==> config.mk <==
export PLATFORM = sky130hd
export DESIGN_NAME = ps2_key_receiver_flat
export DESIGN_NICKNAME = d
export VERILOG_FILES = /design/src/rtl/ps2_pkg.sv /design/src/rtl/ps2_key_receiver_if.sv /design/src/rtl/ps2_sync_filter.sv /design/src/rtl/ps2_key_receiver.sv /design/src/flat_wrapper.sv
export SDC_FILE = /design/constraint.sdc
export NUM_CORES = 1
export LEC_CHECK = 0
export CAP_MARGIN = 20
export CORE_UTILIZATION = 45
export DETAILED_ROUTE_END_ITERATION = 8
export PLACE_DENSITY_LB_ADDON = 0.25
export SYNTH_ARGS = -nofsm -noshare
export SYNTH_HDL_FRONTEND = slang
export SYNTH_HIERARCHICAL = 1
export SYNTH_SLANG_ARGS = --single-unit
==> constraint.sdc <==
create_clock -name clk -period 2.7 [get_ports clk]
set_input_delay 0.54 -clock clk [delete_from_list [all_inputs] [get_ports clk]]
set_output_delay 0.54 -clock clk [all_outputs]
set_load 0.01 [all_outputs]
==> src/rtl/ps2_pkg.sv <==
// ps2_pkg: shared definitions for the PS/2 keyboard receiver.
//   ps2_state_e   deframer state encoding (idle, data bits, parity bit, stop bit)
//   PS2_EXT       extended-code prefix byte
//   PS2_BRK       break (key release) prefix byte
//   PS2_SPACE     space-bar scan code, the default jump key
//   odd_parity_ok returns 1 when data bits plus parity bit hold an odd number of ones
package ps2_pkg;

   typedef enum logic [1:0] {
      StIdle,
      StData,
      StParity,
      StStop
   } ps2_state_e;

   localparam logic [7:0] PS2_EXT   = 8'hE0;
   localparam logic [7:0] PS2_BRK   = 8'hF0;
   localparam logic [7:0] PS2_SPACE = 8'h29;

   function automatic logic odd_parity_ok(input logic [7:0] data, input logic par);
      return ^{data, par};
   endfunction

endpackage

==> src/rtl/ps2_key_receiver_if.sv <==
// ps2_key_receiver_if: key-event bundle from the PS/2 receiver to the control unit.
//   scan_code    last decoded non-prefix scan code
//   code_valid   one-cycle strobe: scan_code / is_break / is_extended are valid
//   is_break     code was preceded by F0
//   is_extended  code was preceded by E0
//   frame_err    one-cycle strobe: parity error, bad stop bit or timeout
//   key_down     level: jump key currently held
//   jump_pulse   one-cycle strobe on key_down rising
// master = receiver (drives), slave = consumer.
interface ps2_key_receiver_if;
   import ps2_pkg::*;

   logic [7:0] scan_code;
   logic       code_valid;
   logic       is_break;
   logic       is_extended;
   logic       frame_err;
   logic       key_down;
   logic       jump_pulse;

   modport master (
      output scan_code, code_valid, is_break, is_extended, frame_err, key_down, jump_pulse
   );

   modport slave (
      input scan_code, code_valid, is_break, is_extended, frame_err, key_down, jump_pulse
   );

endinterface

==> src/rtl/ps2_sync_filter.sv <==
// ps2_sync_filter: brings the raw PS/2 lines into the clk domain.
//   clk          system clock
//   rst          asynchronous active-low reset
//   kb_clk_raw   raw PS/2 clock line
//   kb_data_raw  raw PS/2 data line
//   fall         one-cycle strobe on a 1->0 transition of the filtered PS/2 clock
//   data         synchronized PS/2 data, valid to sample while fall is high
module ps2_sync_filter
   import ps2_pkg::*;
#(
   parameter int unsigned FILTER_LEN = 8
) (
   input  logic clk,
   input  logic rst,
   input  logic kb_clk_raw,
   input  logic kb_data_raw,
   output logic fall,
   output logic data
);

   localparam int unsigned CntW = $clog2(FILTER_LEN + 1);

   logic [1:0]      clk_sync_q, data_sync_q;
   logic [CntW-1:0] filt_cnt_q, filt_cnt_d;
   logic            filt_q, filt_d;
   logic            filt_prev_q;

   always_ff @(posedge clk or negedge rst) begin
      if (!rst) begin
         clk_sync_q  <= 2'b11;
         data_sync_q <= 2'b11;
         filt_cnt_q  <= '0;
         filt_q      <= 1'b1;
         filt_prev_q <= 1'b1;
      end else begin
         clk_sync_q  <= {clk_sync_q[0], kb_clk_raw};
         data_sync_q <= {data_sync_q[0], kb_data_raw};
         filt_cnt_q  <= filt_cnt_d;
         filt_q      <= filt_d;
         filt_prev_q <= filt_q;
      end
   end

   // Count consecutive samples that disagree with the filtered level; any agreeing
   // sample restarts the count, so pulses shorter than FILTER_LEN never get through.
   always_comb begin
      filt_cnt_d = '0;
      filt_d     = filt_q;
      if (clk_sync_q[1] != filt_q) begin
         if (filt_cnt_q == CntW'(FILTER_LEN - 1)) begin
            filt_d = clk_sync_q[1];
         end else begin
            filt_cnt_d = filt_cnt_q + 1'b1;
         end
      end
   end

   assign fall = filt_prev_q & ~filt_q;
   assign data = data_sync_q[1];

endmodule

==> src/rtl/ps2_key_receiver.sv <==
// ps2_key_receiver: PS/2 keyboard front end for the game control unit.
//   clk      system clock, all logic on posedge
//   rst      asynchronous active-low reset
//   KBclk    raw PS/2 clock
//   KBin     raw PS/2 data
//   key_if   key-event outputs (scan code strobe, prefix flags, frame error,
//            jump-key level and pulse)
// Deframes 11-bit frames (start, 8 data LSB first, odd parity, stop), folds E0/F0
// prefixes into flags on the following code, and tracks the jump key.
module ps2_key_receiver
   import ps2_pkg::*;
#(
   parameter int unsigned FILTER_LEN     = 8,
   parameter int unsigned TIMEOUT_CYCLES = 50000,
   parameter logic [7:0]  JUMP_CODE      = PS2_SPACE
) (
   input  logic                 clk,
   input  logic                 rst,
   input  logic                 KBclk,
   input  logic                 KBin,
   ps2_key_receiver_if.master   key_if
);

   localparam int unsigned ToW = $clog2(TIMEOUT_CYCLES + 1);

   logic fall, data;

   ps2_sync_filter #(
      .FILTER_LEN (FILTER_LEN)
   ) u_sync_filter (
      .clk         (clk),
      .rst         (rst),
      .kb_clk_raw  (KBclk),
      .kb_data_raw (KBin),
      .fall        (fall),
      .data        (data)
   );

   // Deframer state
   ps2_state_e     state_q, state_d;
   logic [2:0]     bit_cnt_q, bit_cnt_d;
   logic [7:0]     shift_q, shift_d;
   logic           par_q, par_d;
   logic [ToW-1:0] to_cnt_q, to_cnt_d;
   logic           byte_vld_q, byte_vld_d;
   logic [7:0]     byte_q, byte_d;
   logic           err_q, err_d;
   logic           to_abort;

   // Decoder and jump-key state
   logic       ext_q, ext_d, brk_q, brk_d;
   logic       cv_q, cv_d;
   logic [7:0] sc_q, sc_d;
   logic       ib_q, ib_d, ie_q, ie_d;
   logic       kd_q, kd_d, jp_q, jp_d;

   always_ff @(posedge clk or negedge rst) begin
      if (!rst) begin
         state_q    <= StIdle;
         bit_cnt_q  <= '0;
         shift_q    <= '0;
         par_q      <= 1'b0;
         to_cnt_q   <= '0;
         byte_vld_q <= 1'b0;
         byte_q     <= '0;
         err_q      <= 1'b0;
         ext_q      <= 1'b0;
         brk_q      <= 1'b0;
         cv_q       <= 1'b0;
         sc_q       <= '0;
         ib_q       <= 1'b0;
         ie_q       <= 1'b0;
         kd_q       <= 1'b0;
         jp_q       <= 1'b0;
      end else begin
         state_q    <= state_d;
         bit_cnt_q  <= bit_cnt_d;
         shift_q    <= shift_d;
         par_q      <= par_d;
         to_cnt_q   <= to_cnt_d;
         byte_vld_q <= byte_vld_d;
         byte_q     <= byte_d;
         err_q      <= err_d;
         ext_q      <= ext_d;
         brk_q      <= brk_d;
         cv_q       <= cv_d;
         sc_q       <= sc_d;
         ib_q       <= ib_d;
         ie_q       <= ie_d;
         kd_q       <= kd_d;
         jp_q       <= jp_d;
      end
   end

   // Deframer FSM and mid-frame timeout. A fall always clears the timeout counter,
   // so a timeout can only be taken in a cycle without a fall.
   always_comb begin
      state_d    = state_q;
      bit_cnt_d  = bit_cnt_q;
      shift_d    = shift_q;
      par_d      = par_q;
      to_cnt_d   = to_cnt_q;
      byte_vld_d = 1'b0;
      byte_d     = byte_q;
      err_d      = 1'b0;
      to_abort   = 1'b0;
      if (fall) begin
         to_cnt_d = '0;
         unique case (state_q)
            StIdle: begin
               if (!data) begin
                  state_d   = StData;
                  bit_cnt_d = '0;
               end
            end
            StData: begin
               shift_d   = {data, shift_q[7:1]};
               bit_cnt_d = bit_cnt_q + 3'd1;
               if (bit_cnt_q == 3'd7) begin
                  state_d = StParity;
               end
            end
            StParity: begin
               par_d   = data;
               state_d = StStop;
            end
            StStop: begin
               state_d = StIdle;
               if (data && odd_parity_ok(shift_q, par_q)) begin
                  byte_vld_d = 1'b1;
                  byte_d     = shift_q;
               end else begin
                  err_d = 1'b1;
               end
            end
            default: state_d = StIdle;
         endcase
      end else if (state_q != StIdle) begin
         if (to_cnt_q == ToW'(TIMEOUT_CYCLES - 1)) begin
            state_d  = StIdle;
            to_cnt_d = '0;
            err_d    = 1'b1;
            to_abort = 1'b1;
         end else begin
            to_cnt_d = to_cnt_q + 1'b1;
         end
      end
   end

   // Prefix decoder: E0/F0 only arm flags; any other byte emits one code strobe.
   always_comb begin
      ext_d = ext_q;
      brk_d = brk_q;
      cv_d  = 1'b0;
      sc_d  = sc_q;
      ib_d  = ib_q;
      ie_d  = ie_q;
      if (to_abort) begin
         ext_d = 1'b0;
         brk_d = 1'b0;
      end else if (byte_vld_q) begin
         if (byte_q == PS2_EXT) begin
            ext_d = 1'b1;
         end else if (byte_q == PS2_BRK) begin
            brk_d = 1'b1;
         end else begin
            cv_d  = 1'b1;
            sc_d  = byte_q;
            ib_d  = brk_q;
            ie_d  = ext_q;
            ext_d = 1'b0;
            brk_d = 1'b0;
         end
      end
   end

   // Jump key: repeats while held keep key_down high without extra pulses.
   always_comb begin
      kd_d = kd_q;
      jp_d = 1'b0;
      if (cv_q && (sc_q == JUMP_CODE) && !ie_q) begin
         if (ib_q) begin
            kd_d = 1'b0;
         end else begin
            kd_d = 1'b1;
            jp_d = ~kd_q;
         end
      end
   end

   assign key_if.scan_code   = sc_q;
   assign key_if.code_valid  = cv_q;
   assign key_if.is_break    = ib_q;
   assign key_if.is_extended = ie_q;
   assign key_if.frame_err   = err_q;
   assign key_if.key_down    = kd_q;
   assign key_if.jump_pulse  = jp_q;

endmodule

==> src/flat_wrapper.sv <==
// flat-port wrapper written by rule: the top's interface ports become plain ports
module ps2_key_receiver_flat import ps2_pkg::*;
#(
   parameter int unsigned FILTER_LEN     = 8,
   parameter int unsigned TIMEOUT_CYCLES = 50000,
   parameter logic [7:0]  JUMP_CODE      = PS2_SPACE
)
  (clk, rst, KBclk, KBin, key_if_scan_code, key_if_code_valid, key_if_is_break, key_if_is_extended, key_if_frame_err, key_if_key_down, key_if_jump_pulse);
  ps2_key_receiver_if key_if_i ();
  input  logic clk;
  input  logic rst;
  input  logic KBclk;
  input  logic KBin;
  output wire logic [$bits(key_if_i.scan_code)-1:0] key_if_scan_code;
  output wire logic [$bits(key_if_i.code_valid)-1:0] key_if_code_valid;
  output wire logic [$bits(key_if_i.is_break)-1:0] key_if_is_break;
  output wire logic [$bits(key_if_i.is_extended)-1:0] key_if_is_extended;
  output wire logic [$bits(key_if_i.frame_err)-1:0] key_if_frame_err;
  output wire logic [$bits(key_if_i.key_down)-1:0] key_if_key_down;
  output wire logic [$bits(key_if_i.jump_pulse)-1:0] key_if_jump_pulse;
  assign key_if_scan_code = key_if_i.scan_code;
  assign key_if_code_valid = key_if_i.code_valid;
  assign key_if_is_break = key_if_i.is_break;
  assign key_if_is_extended = key_if_i.is_extended;
  assign key_if_frame_err = key_if_i.frame_err;
  assign key_if_key_down = key_if_i.key_down;
  assign key_if_jump_pulse = key_if_i.jump_pulse;
  ps2_key_receiver #(.FILTER_LEN(FILTER_LEN), .TIMEOUT_CYCLES(TIMEOUT_CYCLES), .JUMP_CODE(JUMP_CODE)) u_core (.clk(clk), .rst(rst), .KBclk(KBclk), .KBin(KBin), .key_if(key_if_i));
endmodule
# After elaboration in Yosys (flattened, before gate mapping)
# Cells that the tools add are included.
[word_totals]
word_cells = 102
output_inout_bits = 14
ff_bits = 65
inputBits = 4
[classes]
reduce_logical = 20
n_addsub = 3
muxes = 37
bitwise_logic = 6
eq_ne = 15
[ops]
columns = ["operator", "count"]
rows = [
  ["16-bit two-way mux", 3],
  ["1-bit two-way mux", 24],
  ["16-bit by 1-bit adder with 16-bit output, second input constant", 1],
  ["16-bit == test, second input constant", 1],
  ["8-bit == test, second input constant", 2],
  ["2-bit two-way mux", 5],
  ["2-bit AND reduction", 5],
  ["2-bit nonzero test", 5],
  ["9-bit XOR reduction", 1],
  ["8-bit by 6-bit == test with 1-bit output, second input constant", 1],
  ["4-bit two-way mux", 2],
  ["2-bit case mux with 4 select lines", 1],
  ["4-bit AND reduction", 2],
  ["3-bit inequality test, second input constant", 2],
  ["3-bit case mux with 2 select lines", 1],
  ["3-bit AND reduction", 2],
  ["1-bit NOT", 5],
  ["4-bit by 1-bit adder with 4-bit output, second input constant", 1],
  ["2-bit == test, second input constant", 2],
  ["4-bit by 3-bit == test with 1-bit output, second input constant", 1],
  ["3-bit by 1-bit adder with 3-bit output, second input constant", 1],
  ["3-bit == test, second input constant", 1],
  ["1-bit logical AND", 3],
  ["3-bit two-way mux", 1],
  ["other kinds (8)", 8],
]

# Depth between registers and ports, before layout
[depth]
word_depth = 6
depth_mapped = 7
mapped_depth_nobuf = 6

# By module
# Netlist, hierarchy kept.
[modules_own_cells]
columns = ["module", "cells_per_inst", "area_per_inst_um2", "n_inst"]
rows = [
  ["ps2_key_receiver", 228, 2686.3, 1],
  ["ps2_sync_filter", 24, 357.8, 1],
]

# Worst setup path after synthesis
# No wires, ideal clock.
[synth_path]
path_kind = "flip-flop to flip-flop"
start = "reg u_core.to_cnt_q[12]"
end = "reg u_core.ib_q (netlist: u_core/key_if.is_break)"
setup_ns = 0.125
path_buffers = 1
stages_incl_launch_ff = 6
arrival_time_ns = 2.130
period_less_slack_ns = 2.255
required_ns = 2.575
setup_slack_ns = 0.445
path_cell_list = "dfrtp_1 or4_1 or4_4 o21ai_4 buf_12 mux2_4"
[synth_via]
elab_chain_len = 6
[synth_lines]
columns = ["item", "line", "rtl"]
rows = [
  ["start: declaration", "ps2_key_receiver.sv:44", "logic [ToW-1:0] to_cnt_q, to_cnt_d;"],
  ["start signal: assignment", "ps2_key_receiver.sv:80", "to_cnt_q <= to_cnt_d;"],
  ["16-bit == test", "ps2_key_receiver.sv:139", "if (to_cnt_q == ToW'(TIMEOUT_CYCLES - 1)) begin"],
  ["1-bit two-way mux", "ps2_key_receiver.sv:139", ""],
  ["1-bit two-way mux", "ps2_key_receiver.sv:138", "end else if (state_q != StIdle) begin"],
  ["1-bit two-way mux", "ps2_key_receiver.sv:107", "if (fall) begin"],
  ["1-bit NOT (no line)", "-", ""],
  ["4-bit AND reduction (no line)", "-", ""],
  ["end signal: assignment", "ps2_key_receiver.sv:88", "ib_q <= ib_d;"],
  ["end: declaration", "ps2_key_receiver.sv:54", "logic ib_q, ib_d, ie_q, ie_d;"],
]
# Every way passes these cells.
# A chain may end at the register's enable or synchronous reset.

# Final worst setup path
[layout_path]
start = "reg u_core.to_cnt_q[4]"
end = "reg u_core.ie_q (netlist: u_core/key_if.is_extended)"
[layout_via]
elab_chain_len = 6
[layout_lines]
columns = ["item", "line", "rtl"]
rows = [
  ["16-bit == test", "ps2_key_receiver.sv:139", ""],
  ["1-bit two-way mux", "ps2_key_receiver.sv:139", ""],
  ["1-bit two-way mux", "ps2_key_receiver.sv:138", ""],
  ["1-bit two-way mux", "ps2_key_receiver.sv:107", ""],
  ["1-bit NOT (no line)", "-", ""],
  ["4-bit AND reduction (no line)", "-", ""],
  ["end signal: assignment", "ps2_key_receiver.sv:89", "ie_q <= ie_d;"],
  ["end: declaration", "ps2_key_receiver.sv:54", ""],
]
# Every way passes these cells.

==> flow_summary.json <==
{
  "grt_max_degree": 41,
  "startpoint": "u_core/to_cnt_q[4]$_DFFE_PN0N_",
  "synth-edff-count": 0,
  "rr_worst_depth": 5,
  "diodes": 0,
  "cts.sinks": 65,
  "drive_above_1_share_pct": 22.18,
  "status": "finished with violations",
  "antenna_found_initial": 0,
  "gp_congestion": 0.8216,
  "hpwlAfterDp_um": 3502,
  "async_flop_share_pct": 100.0,
  "post_cts.repair.setup_buffers": 0,
  "synthTopCellsByArea": "dfrtp_1, mux2_2, dfstp_2, mux2_4, xnor2_1",
  "slew_viol_final": 0,
  "critPathLaunchType": "register",
  "drv_cap": 0,
  "syn_to_final_growth_pct": 16.48,
  "path_class": "register to register",
  "core_area_um2": 6422,
  "use_met3_pct": 6.195,
  "ios": 18,
  "p_leak_uw": 0.001630,
  "slew_headroom_pct": 59.58,
  "synth_seq_cells": 65,
  "drt_pass1_iterations": 6,
  "mostFrequentLayoutCell": "dfrtp_1",
  "yosysSeqAreaShare_pct": 53.68,
  "wl_per_cell_um": 14.14,
  "rsz0062_at_grt": "no",
  "peakVddDrop_v": 0.0004808,
  "grt_pass1_wl_um": 8976,
  "ys.flop_type": "dfrtp_1",
  "finalCritPeriodShare_pct": 89.18,
  "drtAntennaViolNets": 0,
  "die_h_um": 84.25,
  "p_per_area_nw_per_um2": 757.9,
  "grt-ovfl-total": 0,
  "min_period_ns": 2.408,
  "synth.distinct_cells": 48,
  "clock_latency_ns": 0.34,
  "hold_path_class": "primary input to asynchronous set/reset pin",
  "syn_avg_cell_area_um2": 12.08,
  "r2r_end": "u_core/key_if.is_extended$_DFFE_PN0P_",
  "grt_busiest_layer": "met2",
  "crit_path_end_kind": "register",
  "cp.arrival_ns": 2.63,
  "tightest_slew_ns": 0.5946,
  "crit_path_end": "u_core/key_if.is_extended$_DFFE_PN0P_",
  "drc": 6,
  "layout_common_cells": "dfrtp_1, nand2_1, mux2_2",
  "cts_made_buffers": 9,
  "drt_iter0_drc": 60,
  "violations": "DRC",
  "viasPerCell": 5.346,
  "grt_util_met2_pct": 24.66,
  "fmax_ghz": 0.4153,
  "clk_pin_slew_ns": 0.07,
  "skew_ns": 0.006694,
  "synth_cells": 252,
  "first_global_vias": 1879,
  "rr_startpoint": "u_core/to_cnt_q[4]$_DFFE_PN0N_",
  "yosysTopAreaCell": "dfrtp_1",
  "worstPathRequired_ns": 2.92,
  "syn_area_um2": 3044,
  "vias": 1930,
  "cts-root-buf": "clkbuf_8",
  "grtUsageMet1_pct": 22.07,
  "portBuffers": 17,
  "final_hold_viol_count": 0,
  "grt_usage_pct": 16.47,
  "ys_warn_count": 6,
  "cts_resized": 0,
  "wl_um": 5104,
  "cts_tree": "built",
  "setup_violations": 0,
  "utilization_pct": 55.21,
  "htreeDepth": 3,
  "synth_nets": 264,
  "nets": 291,
  "synth_top_area_share_pct": 48.50,
  "hold_buffers": 0,
  "dieWidth_um": 84.25,
  "ff2ff_setup_slack_ns": 0.29,
  "floorplan.initialDensity_pct": 47.40,
  "finalSetupTns_ns": 0,
  "placementRows": 29,
  "dieArea_um2": 7098,
  "critPathMaxFanout": 11,
  "cts.path.max_buffers": 2
}
[synthesized netlist by cell type (5+ instances only)]
cell,instances
inv_1,9
clkbuf_1,5
dfrtp_1,59
xnor2_1,12
mux2_2,17
mux2_4,10
a21oi_1,8
ha_1,8
nand3_1,9
nor3_1,5
dfstp_2,6
nor2_1,16
or4_1,7
nand2_1,22
[routing by layer]
metal	share of wire, %	vias up
li1	-	956
met1	50	926
met2	44	40
met3	4.5	8
met4	1.4	0
met5	0	-
[worst min-delay path by stage]
stage,start,to,slack [ns],depth (start not counted)
after floorplan,rst,u_core/bit_cnt_q[0]$_DFFE_PN0P_,0.24,0
after global placement,u_core/u_sync_filter/data_sync_q[0]$_DFF_PN1_,u_core/u_sync_filter/data_sync_q[1]$_DFF_PN1_,0.35,0
after detailed placement,u_core/u_sync_filter/data_sync_q[0]$_DFF_PN1_,u_core/u_sync_filter/data_sync_q[1]$_DFF_PN1_,0.35,0
after CTS,rst,u_core/u_sync_filter/filt_cnt_q[2]$_DFF_PN0_,0.23,1
after global routing,rst,u_core/u_sync_filter/filt_cnt_q[2]$_DFF_PN0_,0.23,1
final,rst,u_core/u_sync_filter/filt_cnt_q[1]$_DFF_PN0_,0.21,1
[area by class of cell]
type                       instances  area (um2)
timing repair buffer              22       215.2
clock buffer                      11       151.4
tap                               77       96.34
sequential                        65        1634
inverter                           9       33.78
fill                             535        2877
clock inverter                     5       77.57
multi-input combinational        172        1338
[metrics by stage]
step | cell area, um2 | hold WS, ns | power (uW) | instances | setup slack (ns)
2_1_floorplan | 3044 | 0.2444 | 1635 | 252 | 0.4447
3_3_place_gp | 3317 | 0.3459 | 1775 | 345 | 0.3217
3_5_place_dp | 3317 | 0.3468 | 1786 | 345 | 0.3067
4_1_cts | 3546 | 0.2256 | 2716 | 361 | 0.2814
5_1_grt | 3546 | 0.2312 | 2862 | 361 | 0.2165
6_report | 3546 | 0.2092 | 2688 | 361 | 0.2922
[power breakdown]
| group | total (uW) | internal, uW | switching, uW | leakage [uW] |
|---|---|---|---|---|
| combinational | 567 | 262 | 305 | 0.000640 |
| sequential | 1200 | 1090 | 106 | 0.000875 |
| clock | 921 | 567 | 354 | 0.000115 |
| total | 2690 | 1920 | 765 | 0.00163 |
[critical path: stages, from the launching register on]
cell and delay, ns:
dfrtp_1 0.43, or4bb_1 0.58, or4_4 0.59, o21ai_4 0.13, buf_4 0.23, mux2_1 0.33
[flip-flops by register name, indices dropped and copies added (netlist names)]
name,flops
u_core/to_cnt_q,16
u_core/key_if.jump_pulse,1
u_core/u_sync_filter/filt_prev_q,1
u_core/brk_q,1
u_core/shift_q,8
u_core/key_if.is_break,1
u_core/key_if.is_extended,1
u_core/byte_q,8
u_core/u_sync_filter/filt_cnt_q,4
u_core/u_sync_filter/filt_q,1
u_core/bit_cnt_q,3
u_core/byte_vld_q,1
u_core/u_sync_filter/data_sync_q,2
u_core/key_if.code_valid,1
u_core/state_q,2
u_core/ext_q,1
u_core/key_if.key_down,1
u_core/key_if.frame_err,1
u_core/key_if.scan_code,8
u_core/par_q,1
u_core/u_sync_filter/clk_sync_q,2
[cells by family (layout without fill, tap and decap cells)]
| family | after synthesis | count (layout) | synth area share, % |
|---|---|---|---|
| xor+xnor | 16 | 16 | 5.549 |
| buf+inv | 15 | 47 | 2.384 |
| fa+ha+maj | 8 | 8 | 3.288 |
| compound gates | 27 | 27 | 6.248 |
| simple gates | 90 | 90 | 16.15 |
| flops | 65 | 65 | 53.68 |
| mux | 31 | 31 | 12.70 |
No activity file was read; power rests on OpenSTA's default activity.
